File: src/rtl/matrix_uart_pkg.sv
// Shared constants, element/matrix types and loader state encoding for the
// UART-fed matrix multiplier path.
package matrix_uart_pkg;

    localparam int DIM    = 4;
    localparam int DATA_W = 8;

    typedef logic [DATA_W-1:0] byte_t;
    typedef byte_t [0:DIM-1][0:DIM-1] matrix_t;

    localparam byte_t HEADER = 8'hA5;

    typedef enum logic [1:0] {
        IDLE,
        LOAD,
        CHECK,
        RUN
    } state_t;

endpackage

File: src/rtl/byte_timeout.sv
// Inter-byte idle timer: counts enabled cycles since the last clear and pulses
// expired on the cycle the count would reach TIMEOUT_CYCLES.
module byte_timeout #(
    parameter int TIMEOUT_CYCLES = 100000
) (
    input  logic clk,
    input  logic reset,
    input  logic clr,
    input  logic en,
    output logic expired
);

    localparam int CNT_W = $clog2(TIMEOUT_CYCLES + 1);

    logic [CNT_W-1:0] count;

    // A clear in the expiry cycle wins, so a late byte still lands.
    assign expired = en && !clr && (count == CNT_W'(TIMEOUT_CYCLES - 1));

    always_ff @(posedge clk) begin
        if (!reset) begin
            count <= '0;
        end else if (clr || expired) begin
            count <= '0;
        end else if (en) begin
            count <= count + CNT_W'(1);
        end
    end

endmodule

File: src/rtl/matrix_frame_loader.sv
// Assembles header + A + B frames from the UART RX stream and gates matrix_mult
// via mult_rst_n. Define MATRIX_FRAME_LOADER_CHECKSUM_EN to require a trailing XOR byte.
//
// state | meaning
// IDLE  | hunting for the header byte, matrix_mult held in reset
// LOAD  | collecting the 32 payload bytes row-major, A then B
// CHECK | waiting for the XOR checksum byte (checksum build only)
// RUN   | matrix_mult released, RX refused until result_ack
module matrix_frame_loader
    import matrix_uart_pkg::*;
#(
    parameter int TIMEOUT_CYCLES = 100000
) (
    input  logic              clk,
    input  logic              reset,
    input  logic [DATA_W-1:0] rx_data,
    input  logic              rx_valid,
    output logic              rx_ready,
    output matrix_t           matrix_a,
    output matrix_t           matrix_b,
    output logic              mult_rst_n,
    input  logic              result_ack,
    output logic              busy,
    output logic              frame_err,
    output logic              overrun
);

    localparam int NELEM = DIM * DIM;
    localparam int IDX_W = $clog2(2 * NELEM);
    localparam logic [IDX_W-1:0] LAST_IDX = IDX_W'(2 * NELEM - 1);

    state_t           state;
    state_t           state_next;
    logic             err_next;
    logic             accept;
    logic             loading;
    logic             timed;
    logic             expired;
    logic [IDX_W-1:0] idx;
    matrix_t          a_q;
    matrix_t          b_q;
`ifdef MATRIX_FRAME_LOADER_CHECKSUM_EN
    byte_t            xor_q;
`endif

    assign rx_ready   = (state != RUN);
    assign accept     = rx_valid && rx_ready;
    assign busy       = (state != IDLE);
    assign mult_rst_n = (state == RUN);
    assign loading    = (state == LOAD) && accept;
    assign timed      = (state == LOAD) || (state == CHECK);
    assign matrix_a   = a_q;
    assign matrix_b   = b_q;

    byte_timeout #(
        .TIMEOUT_CYCLES(TIMEOUT_CYCLES)
    ) u_timeout (
        .clk     (clk),
        .reset   (reset),
        .clr     (accept || !timed),
        .en      (timed),
        .expired (expired)
    );

    always_ff @(posedge clk) begin
        if (!reset) begin
            state <= IDLE;
        end else begin
            state <= state_next;
        end
    end

    always_comb begin
        state_next = state;
        err_next   = 1'b0;
        case (state)
            IDLE: begin
                if (accept && rx_data == HEADER) begin
                    state_next = LOAD;
                end
            end
            LOAD: begin
                if (accept && idx == LAST_IDX) begin
`ifdef MATRIX_FRAME_LOADER_CHECKSUM_EN
                    state_next = CHECK;
`else
                    state_next = RUN;
`endif
                end else if (expired) begin
                    state_next = IDLE;
                    err_next   = 1'b1;
                end
            end
`ifdef MATRIX_FRAME_LOADER_CHECKSUM_EN
            CHECK: begin
                if (accept) begin
                    if (rx_data == xor_q) begin
                        state_next = RUN;
                    end else begin
                        state_next = IDLE;
                        err_next   = 1'b1;
                    end
                end else if (expired) begin
                    state_next = IDLE;
                    err_next   = 1'b1;
                end
            end
`endif
            RUN: begin
                if (result_ack) begin
                    state_next = IDLE;
                end
            end
            default: state_next = IDLE;
        endcase
    end

    // Matrices are only written in LOAD, so they stay frozen through CHECK/RUN
    // and keep partial contents after a timeout.
    always_ff @(posedge clk) begin
        if (!reset) begin
            a_q       <= '0;
            b_q       <= '0;
            idx       <= '0;
            frame_err <= 1'b0;
            overrun   <= 1'b0;
        end else begin
            frame_err <= err_next;
            overrun   <= rx_valid && !rx_ready;
            if (state == IDLE && accept && rx_data == HEADER) begin
                idx <= '0;
            end else if (loading) begin
                idx <= idx + IDX_W'(1);
            end
            for (int r = 0; r < DIM; r++) begin
                for (int c = 0; c < DIM; c++) begin
                    if (loading && idx == IDX_W'(r * DIM + c)) begin
                        a_q[r][c] <= rx_data;
                    end
                    if (loading && idx == IDX_W'(NELEM + r * DIM + c)) begin
                        b_q[r][c] <= rx_data;
                    end
                end
            end
        end
    end

`ifdef MATRIX_FRAME_LOADER_CHECKSUM_EN
    always_ff @(posedge clk) begin
        if (!reset) begin
            xor_q <= '0;
        end else if (state == IDLE && accept && rx_data == HEADER) begin
            xor_q <= '0;
        end else if (loading) begin
            xor_q <= xor_q ^ rx_data;
        end
    end
`endif

endmodule

File: config.mk
export PLATFORM = sky130hd
export DESIGN_NAME = matrix_frame_loader
export DESIGN_NICKNAME = d
export VERILOG_FILES = /design/src/rtl/matrix_uart_pkg.sv /design/src/rtl/byte_timeout.sv /design/src/rtl/matrix_frame_loader.sv
export SDC_FILE = /design/constraint.sdc
export NUM_CORES = 1
export LEC_CHECK = 0
export BUFFER_PORTS_ARGS = -buffer_cell sky130_fd_sc_hd__buf_2
export CORE_ASPECT_RATIO = 1.2
export CORE_MARGIN = 2
export CORE_UTILIZATION = 49
export DETAILED_ROUTE_END_ITERATION = 10
export HOLD_SLACK_MARGIN = 0.02
export PLACE_DENSITY = 0.77
export SLEW_MARGIN = 0
export SYNTH_ARGS = -nofsm -noshare
export SYNTH_HDL_FRONTEND = slang
export SYNTH_HIERARCHICAL = 1
export SYNTH_SLANG_ARGS = --single-unit
export TNS_END_PERCENT = 20
File: constraint.sdc
create_clock -name clk -period 2 [get_ports clk]
set_input_delay 0.1 -clock clk [delete_from_list [all_inputs] [get_ports clk]]
set_output_delay 0.1 -clock clk [all_outputs]
set_load 0.1 [all_outputs]
==> qor.yml, run 1 <==
layout:
  area_growth_syn_to_layout_pct: 23.79
  summed_area_of_non_filler_cells_in_the_final_layout_um2: 14430
  post-route-util_pct: 62.00
  nets: 1349
  final_layout_size_suffix_gt1_share_pct: 30.26
route:
  finalWirelength_um: 29340
  vias: 8333
  initialDrtViolationCount: 309
  dr.pass1.iters: 5
  wire_per_inst_um: 17.66
  ant_nets: 0
  drc_errors: 0
  via_per_inst: 5.017
setup_path:
  signal_arrival_time_at_the_worst_endpoint_ps: 2390
  slowest_delay_ps: 520
  required_ps: 2480
  worst-setup-path-type: "reg -> reg"
  crit_start: "state[1]$_SDFFE_PN0P_"
  worst_r2r_startpoint: "state[1]$_SDFFE_PN0P_"
  critPathCaptureType: "flip-flop"
  start_kind: "flip-flop"
  crit_path_top_delay_cell: "sky130_fd_sc_hd__or4_4"
  critPathMaxFanout: 5
  path_cells: "inv_1, ha_4, buf_4, nand3_4, or4_4, or3_4, a21oi_2"
placed_design:
  dpl_cell_area_um2: 13460
  dp.final_hpwl_um: 19440
  place.gp.congestion: 0.8198
  buffer_ports.inserted: 272
  pre_cts_ws_ps: 49.87
yosys:
  synth_edf_count: 0
  postSynthNetCount: 1076
  async_reset_ff_share_pct: 0
  most_repeated_cell_in_the_gate_level_netlist_after_synthesis: "sky130_fd_sc_hd__dfxtp_1"
  yosysWarningCount: 6
  syn_inst: 1053
  synth.area.top_cells: "sky130_fd_sc_hd__dfxtp_1 48%, sky130_fd_sc_hd__mux2i_1 21%, sky130_fd_sc_hd__nor2b_1 13%, sky130_fd_sc_hd__nand3_4 2.3%, sky130_fd_sc_hd__nand4_4 1.8%"
  synth.avg_cell_area_um2: 11.07
  synth_sequential_area_ratio_pct: 48.42
  yosys_top_cell_area_share_pct: 48.42
  netlist_area_um2: 11660
  synthTopCellsByCount: "282 x sky130_fd_sc_hd__dfxtp_1, 242 x sky130_fd_sc_hd__mux2i_1, 242 x sky130_fd_sc_hd__nor2b_1"
  ys.flop_type: "sky130_fd_sc_hd__dfxtp_1"
  ys_ff_latch: 282
  netlist.top_cell.by_area: "sky130_fd_sc_hd__dfxtp_1"
  synthDistinctLibCells: 46
floorplanning:
  fp.coreArea_um2: 23280
  rows: 61
  die_width_um: 144.8
  die_footprint_um2: 25050
  die_h_um: 173.0
  initial_core_util_pct: 50.09
  io_pins: 273
sta:
  minimum_clock_period_after_layout_ps: 1914
  clock_skew_ps: 7.036
  final-hold-violation-count: 0
  fmaxAchievable_ghz: 0.5226
  maxSlewHeadroom_pct: 51.67
  drv_slew: 0
  min_period_over_period_pct: 95.68
  max_slew.worst_pin.slew_ps: 723.4
  worst_slack_ps: 86.38
  rsz0062_at_grt: "yes"
  report.final.setup_viol: 0
clocking:
  insertion_delay_ps: 540
  ctsRootBufferMaster: "sky130_fd_sc_hd__clkbuf_16"
  cts-htree-levels: 1
  clkSinkCount: 282
  clk_transition_reported_paths_ps: 60
  cts_buffers: 28
  tritoncts: "built"
  clock_path_buffers: 3
power_and_ir_drop:
  internal-power_w: 0.008819
  power.net_switching_w: 0.002466
  fraction_of_power_spent_switching_nets_pct: 21.85
  clockPowerShare_pct: 45.9
  share_seq_of_total_power_pct: 49.9
  combinationalPowerShare_pct: 4.2
  ir_drop_mv: 0.7506
  cellLeakagePower_nw: 7.604
  power_per_cell_area_nw_per_um2: 781.8
global_routing:
  grt.met3_usage_pct: 4.874
  grt-busiest-layer: "met2"
  grtUsageMet2_pct: 38.54
  global_route_track_usage_on_met1_pct: 28.65
  grt_antenna_before_repair: 0
  vias_in_the_first_global_route: 8171
  groute.usage.overall_pct: 22.74
  grt_start_max_net_pins: 124
  grt_pass1_wl_um: 45620
  globalRouteOverflowTotal: 0
min_path:
  min-delay-start: "result_ack"
  hp-class: "in -> reg"
outcome:
  outcome: "finished clean"
flow_run:
  max-cap-violations: 0
-- layout make-up --
cell class | count | area, um2
Fill cell | 1931 | 8845
Tap cell | 315 | 394.1
Multi-Input combinational cell | 683 | 5642
Clock inverter | 7 | 71.32
Timing Repair Buffer | 319 | 1784
Antenna cell | 1 | 2.502
Sequential cell | 282 | 5650
Inverter | 12 | 45.04
Clock buffer | 42 | 844.6
-- critical path, delay by kind of cell (launching register included) --
family                   cells  cell delay, ps
AND/OR/NAND/NOR              3             930
AO/OA/AOI/OAI                1             130
flip-flops                   1             320
buffers and inverters        2             190
adder cells (fa/ha/maj)      1             280
-- final timing paths --
check / end / slack (ps) / cells after the start
worst max register to register: u_timeout/count[16]$_SDFFE_PP0P_ / 90 / 7
worst min-delay path: state[1]$_SDFFE_PN0P_ / 70 / 5
worst min register to register: matrix_a[0]$_SDFFE_PN0P_ / 460 / 2
worst max-delay path: u_timeout/count[16]$_SDFFE_PP0P_ / 90 / 7
-- metal layers --
layer | routed length (um) | share of wire [%]
met5 | 0 | 0
met4 | 805 | 2.7
met3 | 1860 | 6.3
met2 | 14340 | 49
met1 | 12330 | 42
-- timing repair --
action | 4_1_cts | 5_1_grt
gates resized for setup | 0 | 6
setup endpoints to repair | 0 | 22
hold buffers | 2 | 0
setup buffers | 0 | 0
hold endpoints to repair | 27 | 0
-- power by group through the flow --
stage	sequential, W	combinational (W)	clock [W]
floorplan	0.00578	0.000300	0
global placement	0.00575	0.000464	0
detailed placement	0.00575	0.000466	0
CTS	0.00563	0.000469	0.00531
global route	0.00563	0.000499	0.00551
finish	0.00563	0.000474	0.00518
-- placed cells by master (no fill, tap or decap), types with 3 or more instances in the layout --
master                      netlist  layout
sky130_fd_sc_hd__inv_1           12      12
sky130_fd_sc_hd__buf_2           25     271
sky130_fd_sc_hd__clkinv_2         0       5
sky130_fd_sc_hd__ha_1            11       9
sky130_fd_sc_hd__a21boi_0        16      16
sky130_fd_sc_hd__nand4_1         11      11
sky130_fd_sc_hd__nor2_1          22      22
sky130_fd_sc_hd__xnor2_1         10      10
sky130_fd_sc_hd__dfxtp_1        282     280
sky130_fd_sc_hd__nor4_1           7       7
sky130_fd_sc_hd__clkbuf_8         0       7
sky130_fd_sc_hd__buf_12           1       5
sky130_fd_sc_hd__clkbuf_16        0      29
sky130_fd_sc_hd__buf_4            5      41
sky130_fd_sc_hd__and2_1           3       3
sky130_fd_sc_hd__nand3_2          7       5
sky130_fd_sc_hd__mux2i_1        242     242
sky130_fd_sc_hd__clkbuf_1        38       6
sky130_fd_sc_hd__nand4_4         10      10
sky130_fd_sc_hd__nand2_1         42      42
sky130_fd_sc_hd__xor2_1           7       7
sky130_fd_sc_hd__nand3_4         15      18
sky130_fd_sc_hd__and3_1           3       3
sky130_fd_sc_hd__nor2b_1        242     242
-- per-stage QoR --
stage | cells | power, W | TNS, ps | hold slack [ps]
after floorplan | 1053 | 0.006081 | -27.83 | 245.9
after global routing | 1660 | 0.01163 | -87.42 | 73.53
after global placement | 1609 | 0.006217 | 0 | 442.1
after detailed placement | 1609 | 0.006219 | 0 | 457.4
after CTS | 1660 | 0.01140 | 0 | 53.33
final | 1661 | 0.01128 | 0 | 73.45
-- registers in the layout, indices dropped and copies added (netlist names) --
signal	flops
matrix_a	128
overrun	1
u_timeout/count	17
matrix_b	128
state	2
idx	5
frame_err	1
-- cells by family after synthesis --
kind of cell / after synthesis / synth area share (%)
compound gates: 29 / 1.964
xor+xnor: 17 / 1.277
fa+ha+maj: 11 / 1.180
buf+inv: 88 / 3.852
flops: 282 / 48.42
mux: 242 / 20.77
simple gates: 384 / 22.53
(Power assumes the default switching activity.)
==> run 2, diff against run 1 <==
--- a/config.mk
+++ b/config.mk
@@ -6,15 +6,14 @@
 export NUM_CORES = 1
 export LEC_CHECK = 0
 export BUFFER_PORTS_ARGS = -buffer_cell sky130_fd_sc_hd__buf_2
-export CORE_ASPECT_RATIO = 1.2
+export CORE_ASPECT_RATIO = 0.6
 export CORE_MARGIN = 2
-export CORE_UTILIZATION = 49
+export CORE_UTILIZATION = 48
 export DETAILED_ROUTE_END_ITERATION = 10
 export HOLD_SLACK_MARGIN = 0.02
-export PLACE_DENSITY = 0.77
+export PLACE_DENSITY = 0.76
 export SLEW_MARGIN = 0
 export SYNTH_ARGS = -nofsm -noshare
 export SYNTH_HDL_FRONTEND = slang
-export SYNTH_HIERARCHICAL = 1
 export SYNTH_SLANG_ARGS = --single-unit
 export TNS_END_PERCENT = 20
==> run 2 against run 1 <==
Net effect: the flow now finishes with violations (setup timing); setup slack got worse by 120 ps; die area fell by 2.5%; sequential power barely moved; utilization increased by 1.1 points; largest power group unchanged; largest cell class unchanged; power is 3.0% lower; non-clock buffer count increased by 15; via count decreased by 1.7%; synthesized area is 4.7% lower; design area up 0.16%; synthesized cell count is 0.38% lower.
==> qor.yml, run 2 <==
clocking:
  ctsRootBufferMaster: "sky130_fd_sc_hd__clkbuf_16"  # unchanged
  tritoncts: "built"  # unchanged
  clk_transition_reported_paths_ps: 70  # was 60 ps
  cts_buffers: 26  # was 28
  clkSinkCount: 282  # unchanged
  clock_path_buffers: 3  # unchanged
  cts-htree-levels: 1  # unchanged
  insertion_delay_ps: 530  # was 540 ps
yosys:
  yosysWarningCount: 0  # was 6
  ys.flop_type: "sky130_fd_sc_hd__dfxtp_1"  # unchanged
  yosys_top_cell_area_share_pct: 50.83  # was 48.42%
  synthTopCellsByCount: "282 x sky130_fd_sc_hd__dfxtp_1, 243 x sky130_fd_sc_hd__mux2i_1, 243 x sky130_fd_sc_hd__nor2b_1"  # was 282 x sky130_fd_sc_hd__dfxtp_1, 242 x sky130_fd_sc_hd__mux2i_1, 242 x sky130_fd_sc_hd__nor2b_1
  most_repeated_cell_in_the_gate_level_netlist_after_synthesis: "sky130_fd_sc_hd__dfxtp_1"  # unchanged
  synth.avg_cell_area_um2: 10.59  # was 11.07 um2
  postSynthNetCount: 1071  # was 1076
  netlist.top_cell.by_area: "sky130_fd_sc_hd__dfxtp_1"  # unchanged
  synth.area.top_cells: "sky130_fd_sc_hd__dfxtp_1 51%, sky130_fd_sc_hd__mux2i_1 22%, sky130_fd_sc_hd__nor2b_1 14%, sky130_fd_sc_hd__nor2_2 1.7%, sky130_fd_sc_hd__nand2_1 1.6%"  # was sky130_fd_sc_hd__dfxtp_1 48%, sky130_fd_sc_hd__mux2i_1 21%, sky130_fd_sc_hd__nor2b_1 13%, sky130_fd_sc_hd__nand3_4 2.3%, sky130_fd_sc_hd__nand4_4 1.8%
  synthDistinctLibCells: 34  # was 46
  netlist_area_um2: 11110  # was 11660 um2
  ys_ff_latch: 282  # unchanged
  synth_sequential_area_ratio_pct: 50.83  # was 48.42%
  syn_inst: 1049  # was 1053
  async_reset_ff_share_pct: 0  # unchanged
  synth_edf_count: 0  # unchanged
layout:
  final_layout_size_suffix_gt1_share_pct: 31.69  # was 30.26%
  antenna-diode-count: 0  # was 1
  post-route-util_pct: 63.07  # was 62.00%
  summed_area_of_non_filler_cells_in_the_final_layout_um2: 14460  # was 14430 um2
  most_common_library_cell_in_the_layout_ignoring_fill_and_taps: "sky130_fd_sc_hd__dfxtp_1"  # unchanged
  nets: 1362  # was 1349
  area_growth_syn_to_layout_pct: 30.16  # was 23.79%
  most-common-layout-cells: "280 x sky130_fd_sc_hd__dfxtp_1, 271 x sky130_fd_sc_hd__buf_2, 243 x sky130_fd_sc_hd__mux2i_1"  # was 280 x sky130_fd_sc_hd__dfxtp_1, 271 x sky130_fd_sc_hd__buf_2, 242 x sky130_fd_sc_hd__nor2b_1, 242 x sky130_fd_sc_hd__mux2i_1, 42 x sky130_fd_sc_hd__nand2_1
  fin_cells: 1672  # was 1661
sta:
  clock_skew_ps: 15.06  # was 7.036 ps
  max_slew.worst_pin.slew_ps: 713.9  # was 723.4 ps
  final-hold-violation-count: 0  # unchanged
  maxSlewHeadroom_pct: 52.41  # was 51.67%
  final.hold.worst_slack_ps: 94.12  # was 73.45 ps
  minimum_clock_period_after_layout_ps: 2037  # was 1914 ps
  final_sum_of_negative_setup_slack_ps: -379.5  # was 0 ps
  rsz0062_at_grt: "yes"  # unchanged
  min_period_over_period_pct: 101.9  # was 95.68%
  drv_slew: 0  # unchanged
  report.final.setup_viol: 16  # was 0
  worst_slack_ps: -37.21  # was 86.38 ps
  fmaxAchievable_ghz: 0.4909  # was 0.5226 GHz
setup_path:
  timing.critical_path.buf_inv: 2  # unchanged
  signal_arrival_time_at_the_worst_endpoint_ps: 2460  # was 2390 ps
  timing.critical_path.max_delay_family: "simple AND/OR/NAND/NOR gates"  # unchanged
  regToRegSetupSlack_ps: -40  # was 90 ps
  slowest_delay_ps: 460  # was 520 ps
  critPathMaxFanout: 8  # was 5
  path_cells: "inv_4, ha_4, nand4_1, or4_4, nor4_4, or2_4, clkbuf_16, nor2_1"  # was inv_1, ha_4, buf_4, nand3_4, or4_4, or3_4, a21oi_2
  start_kind: "flip-flop"  # unchanged
  crit_start: "state[1]$_SDFFE_PN0P_"  # unchanged
  worst_r2r_startpoint: "state[1]$_SDFFE_PN0P_"  # unchanged
  worst-setup-path-type: "reg -> reg"  # unchanged
  crit_path_top_delay_cell: "sky130_fd_sc_hd__or4_4"  # unchanged
  critPathCaptureType: "flip-flop"  # unchanged
  required_ps: 2420  # was 2480 ps
floorplanning:
  initial_core_util_pct: 48.46  # was 50.09%
  io_pins: 273  # unchanged
  die_footprint_um2: 24410  # was 25050 um2
  rows: 43  # was 61
  die_h_um: 121.8  # was 173.0 um
  die_width_um: 200.4  # was 144.8 um
  fp.coreArea_um2: 22920  # was 23280 um2
placed_design:
  buffer_ports.inserted: 272  # unchanged
  placed_cells_incl_taps: 1618  # was 1609
  dpl_cell_area_um2: 13410  # was 13460 um2
  dp.final_hpwl_um: 19420  # was 19440 um
  place.gp.congestion: 0.8588  # was 0.8198
route:
  finalWirelength_um: 29930  # was 29340 um
  drc_errors: 0  # unchanged
  via_per_inst: 4.899  # was 5.017
  ant_nets: 0  # unchanged
  dr.pass1.iters: 4  # was 5
  wire_per_inst_um: 17.90  # was 17.66 um
  initialDrtViolationCount: 302  # was 309
  vias: 8191  # was 8333
flow_run:
  max-cap-violations: 0  # unchanged
power_and_ir_drop:
  power_per_cell_area_nw_per_um2: 757.3  # was 781.8 nW/um2
  ir_drop_mv: 0.5205  # was 0.7506 mV
  cellLeakagePower_nw: 5.493  # was 7.604 nW
min_path:
  min-delay-start: "rx_data[1]"  # was result_ack
  hp-class: "in -> reg"  # unchanged
global_routing:
  grt_antenna_before_repair: 1  # was 0
  globalRouteOverflowTotal: 0  # unchanged
  grt_start_max_net_pins: 160  # was 124
  vias_in_the_first_global_route: 7980  # was 8171
  groute.usage.overall_pct: 24.02  # was 22.74%
  grt_pass1_wl_um: 46320  # was 45620 um
outcome:
  outcome: "finished with violations"  # was finished clean
  failing_checks: "setup timing"
-- run 2: cell count changes in the layout (fill, tap and decap cells not counted), sizes merged, moves of 6 or more --
cell   delta
nor2     +36
nand3    -15
buf      +13
nand4    -11
nand2     +6
nor4      -6
-- run 2: metal layers --
metal / track usage, % / part of all wire (%) / wire (um) / vias up
li1: - / - / - / 4032
met2: 37.54 / 43 / 12950 / 224
met4: 3.981 / 1.3 / 390 / 0
met5: 0 / 0 / 0 / -
met1: 33.88 / 49 / 14550 / 3895
met3: 6.474 / 6.8 / 2043 / 40
-- run 2: cell families (layout without fill, tap and decap cells) --
group | after synthesis | count (layout) | share of synthesized area, %
XOR/XNOR | 18 | 18 | 1.419
multiplexers | 243 | 243 | 21.90
flip-flops | 282 | 282 | 50.83
buffers and inverters | 81 | 389 | 2.861
AO/OA/AOI/OAI | 23 | 23 | 1.510
adder cells (fa/ha/maj) | 10 | 10 | 1.127
AND/OR/NAND/NOR | 392 | 392 | 20.36
-- run 2: worst paths after layout --
check,to,cells after the start
max,u_timeout.count[16]$_SDFFE_PP0N_,8
min,state[1]$_SDFFE_PN0P_,6
max reg2reg,u_timeout.count[16]$_SDFFE_PP0N_,8
min reg2reg,matrix_a[3]$_SDFFE_PN0P_,2
-- run 2: area by class of cell --
class	instances	area, um2
well taps	315	394.1
clock buffers	38	767.0
fillers	1891	8463
clock inverters	7	63.81
flip-flops and latches	282	5650
inverters	10	43.79
multi-input cells	686	5275
repair buffers	334	2262
-- run 2: what timing repair did --
| action | in CTS | in global routing |
|---|---|---|
| endpoints found under the setup margin | 56 | 228 |
| hold buffers | 3 | 0 |
| cloned | 0 | 1 |
| endpoints found under the hold margin | 14 | 0 |
| setup buffers | 2 | 3 |
| pin swaps | 2 | 11 |
| gates resized for setup | 6 | 27 |
-- run 2: per-stage QoR --
stage                     power (W)  setup WS, ps
after floorplan            0.006069         19.74
after global placement     0.006214        -13.22
after detailed placement   0.006216        -96.29
after CTS                   0.01106        -15.24
after global routing        0.01131        -126.0
final                       0.01095        -37.21
-- run 2: report_power, final --
| part | internal, W | leakage, nW | switching, W |
|---|---|---|---|
| clock | 0.00278 | 0.414 | 0.00206 |
| sequential | 0.00562 | 2.27 | 0.00000793 |
| combinational | 0.000169 | 2.81 | 0.000311 |
-- run 2: tightest hold or removal path: cells and delay by family --
kind | cells | cell delay (ps)
AOI/OAI and AO/OA | 1 | 100
buffers and inverters | 1 | 90
and+or+nand+nor | 3 | 220
muxes | 1 | 80
==> run 3, diff against run 2 <==
--- a/config.mk
+++ b/config.mk
@@ -11,7 +11,7 @@
 export CORE_UTILIZATION = 48
 export DETAILED_ROUTE_END_ITERATION = 10
 export HOLD_SLACK_MARGIN = 0.02
-export PLACE_DENSITY = 0.76
+export PLACE_DENSITY_LB_ADDON = 0.3
 export SLEW_MARGIN = 0
 export SYNTH_ARGS = -nofsm -noshare
 export SYNTH_HDL_FRONTEND = slang
==> run 3 against run 2 <==
Net effect: the flow now finishes without violations; clock-buffer cell count increased by 3; power increased by 5.6%; sequential power about the same; critical path depth unchanged; routed wire length decreased by 0.28%; register-to-register slack improved by 40 ps; utilization increased by 0.40 points; die area unchanged; worst hold slack about the same; setup slack improved by 40 ps; via count decreased by 0.40%; cell count increased by 0.24%; critical path type unchanged.
==> qor.yml, run 3 (same netlist as run 2, synthesis figures left out) <==
sta:
  maxSlewHeadroom_pct: 50.73  # was 52.41%
  clock_skew_ps: 8.331  # was 15.06 ps
  minimum_clock_period_after_layout_ps: 1997  # was 2037 ps
  rsz0062_at_grt: "yes"  # unchanged
  fmaxAchievable_ghz: 0.5008  # was 0.4909 GHz
  report.final.setup_viol: 0  # was 16
  worst_slack_ps: 3.045  # was -37.21 ps
  min_period_over_period_pct: 99.85  # was 101.9%
  drv_slew: 0  # unchanged
  final.hold.worst_slack_ps: 94.25  # was 94.12 ps
  max_slew.worst_pin.slew_ps: 739.0  # was 713.9 ps
  final-hold-violation-count: 0  # unchanged
setup_path:
  critPathCaptureType: "flip-flop"  # unchanged
  signal_arrival_time_at_the_worst_endpoint_ps: 2430  # was 2460 ps
  start_kind: "flip-flop"  # unchanged
  required_ps: 2430  # was 2420 ps
  critPathMaxFanout: 16  # was 8
  reg2reg_depth: 8  # unchanged
  worst-setup-path-type: "reg -> reg"  # unchanged
route:
  initialDrtViolationCount: 369  # was 302
  wire_per_inst_um: 17.80  # was 17.90 um
  dr.pass1.iters: 4  # unchanged
  ant_nets: 0  # unchanged
  vias: 8158  # was 8191
  drc_errors: 0  # unchanged
  via_per_inst: 4.868  # was 4.899
  finalWirelength_um: 29840  # was 29930 um
power_and_ir_drop:
  power_per_cell_area_nw_per_um2: 794.4  # was 757.3 nW/um2
  report.power.total_w: 0.01156  # was 0.01095 W
  ir_drop_mv: 0.6068  # was 0.5205 mV
  cellLeakagePower_nw: 5.543  # was 5.493 nW
placed_design:
  dpl_cell_area_um2: 13420  # was 13410 um2
  pre_cts_ws_ps: -51.08  # was -96.29 ps
  dp.final_hpwl_um: 19250  # was 19420 um
  place.gp.congestion: 0.8989  # was 0.8588
  placed_cells_incl_taps: 1619  # was 1618
  buffer_ports.inserted: 272  # unchanged
floorplanning:
  initial_core_util_pct: 48.46  # unchanged
  fp.coreArea_um2: 22920  # unchanged
  rows: 43  # unchanged
  die_footprint_um2: 24410  # unchanged
  io_pins: 273  # unchanged
  die_width_um: 200.4  # unchanged
  die_h_um: 121.8  # unchanged
global_routing:
  grt_antenna_before_repair: 2  # was 1
  vias_in_the_first_global_route: 7866  # was 7980
  grt_start_max_net_pins: 94  # was 160
  grt_pass1_wl_um: 46290  # was 46320 um
  globalRouteOverflowTotal: 0  # unchanged
  groute.usage.overall_pct: 24.05  # was 24.02%
clocking:
  ctsRootBufferMaster: "sky130_fd_sc_hd__clkbuf_16"  # unchanged
  cts_buffers: 27  # was 26
  tritoncts: "built"  # unchanged
  clock_path_buffers: 3  # unchanged
  insertion_delay_ps: 540  # was 530 ps
  clk_transition_reported_paths_ps: 70  # about the same
  clkSinkCount: 282  # unchanged
  cts-htree-levels: 1  # unchanged
min_path:
  hold-path-cell-count: 6  # unchanged
  hp-class: "in -> reg"  # unchanged
outcome:
  outcome: "finished clean"  # was finished with violations
layout:
  fin_cells: 1676  # was 1672
  most_common_library_cell_in_the_layout_ignoring_fill_and_taps: "sky130_fd_sc_hd__dfxtp_1"  # unchanged
  area_growth_syn_to_layout_pct: 30.99  # was 30.16%
  nets: 1362  # unchanged
  most-common-layout-cells: "280 x sky130_fd_sc_hd__dfxtp_1, 272 x sky130_fd_sc_hd__buf_2, 242 x sky130_fd_sc_hd__nor2b_1"  # was 280 x sky130_fd_sc_hd__dfxtp_1, 271 x sky130_fd_sc_hd__buf_2, 243 x sky130_fd_sc_hd__mux2i_1
  final_layout_size_suffix_gt1_share_pct: 31.40  # was 31.69%
  summed_area_of_non_filler_cells_in_the_final_layout_um2: 14550  # was 14460 um2
flow_run:
  max-cap-violations: 0  # unchanged
[run 3: critical path, cell delays in order (launching register included)]
cell and delay, ps:
sky130_fd_sc_hd__dfxtp_4 380, sky130_fd_sc_hd__inv_4 40, sky130_fd_sc_hd__ha_4 270, sky130_fd_sc_hd__nand4_1 110, sky130_fd_sc_hd__or4_4 450, sky130_fd_sc_hd__nor4_4 220, sky130_fd_sc_hd__or2_1 210, sky130_fd_sc_hd__buf_12 160
sky130_fd_sc_hd__nor2_1 50
[run 3: routing by layer]
layer | GRT usage (%) | vias up | part of all wire [%]
li1 | - | 4036 | -
met1 | 33.65 | 3878 | 49
met2 | 37.24 | 208 | 43
met3 | 7.089 | 34 | 7.0
met4 | 4.352 | 2 | 1.3
met5 | 0 | - | 0.047
[run 3: timing repair]
action	CTS	global route
hold buffers	3	0
gates resized for setup	5	20
buffers inserted	1	2
cloned	0	1
endpoints found under the hold margin	18	0
pin swaps	2	4
setup endpoints to repair	40	232
[run 3: report_power, final]
part | switching, W | internal (W)
Sequential | 0.00000834 | 0.00562
Combinational | 0.000314 | 0.000166
Clock | 0.00217 | 0.00327
[run 3: through the flow]
step / utilization (%) / setup TNS, ps
after floorplan: - / 0
after global placement: 58.56 / 0
after detailed placement: 58.56 / -497.8
after CTS: 63.02 / 0
after global routing: 63.47 / -3654
final: 63.48 / 0
[run 3: cell type report]
| cell class | instances | area, um2 |
|---|---|---|
| repair buffers | 333 | 2231 |
| inverters | 10 | 43.79 |
| flip-flops and latches | 282 | 5650 |
| fillers | 1890 | 8371 |
| clock buffers | 41 | 838.3 |
| clock inverters | 8 | 125.1 |
| multi-input cells | 686 | 5264 |
| well taps | 315 | 394.1 |
| diodes | 1 | 2.502 |
[run 3: path summary, 6_finish.rpt]
kind / from / end / slack (ps)
worst min-delay path: rx_data[6] / state[0]$_SDFFE_PN0P_ / 90
worst max register to register: state[1]$_SDFFE_PN0P_ / u_timeout.count[8]$_SDFFE_PP0N_ / 3
worst max-delay path: state[1]$_SDFFE_PN0P_ / u_timeout.count[8]$_SDFFE_PP0N_ / 3
worst min register to register: u_timeout.count[0]$_SDFFE_PP0N_ / u_timeout.count[0]$_SDFFE_PP0N_ / 460
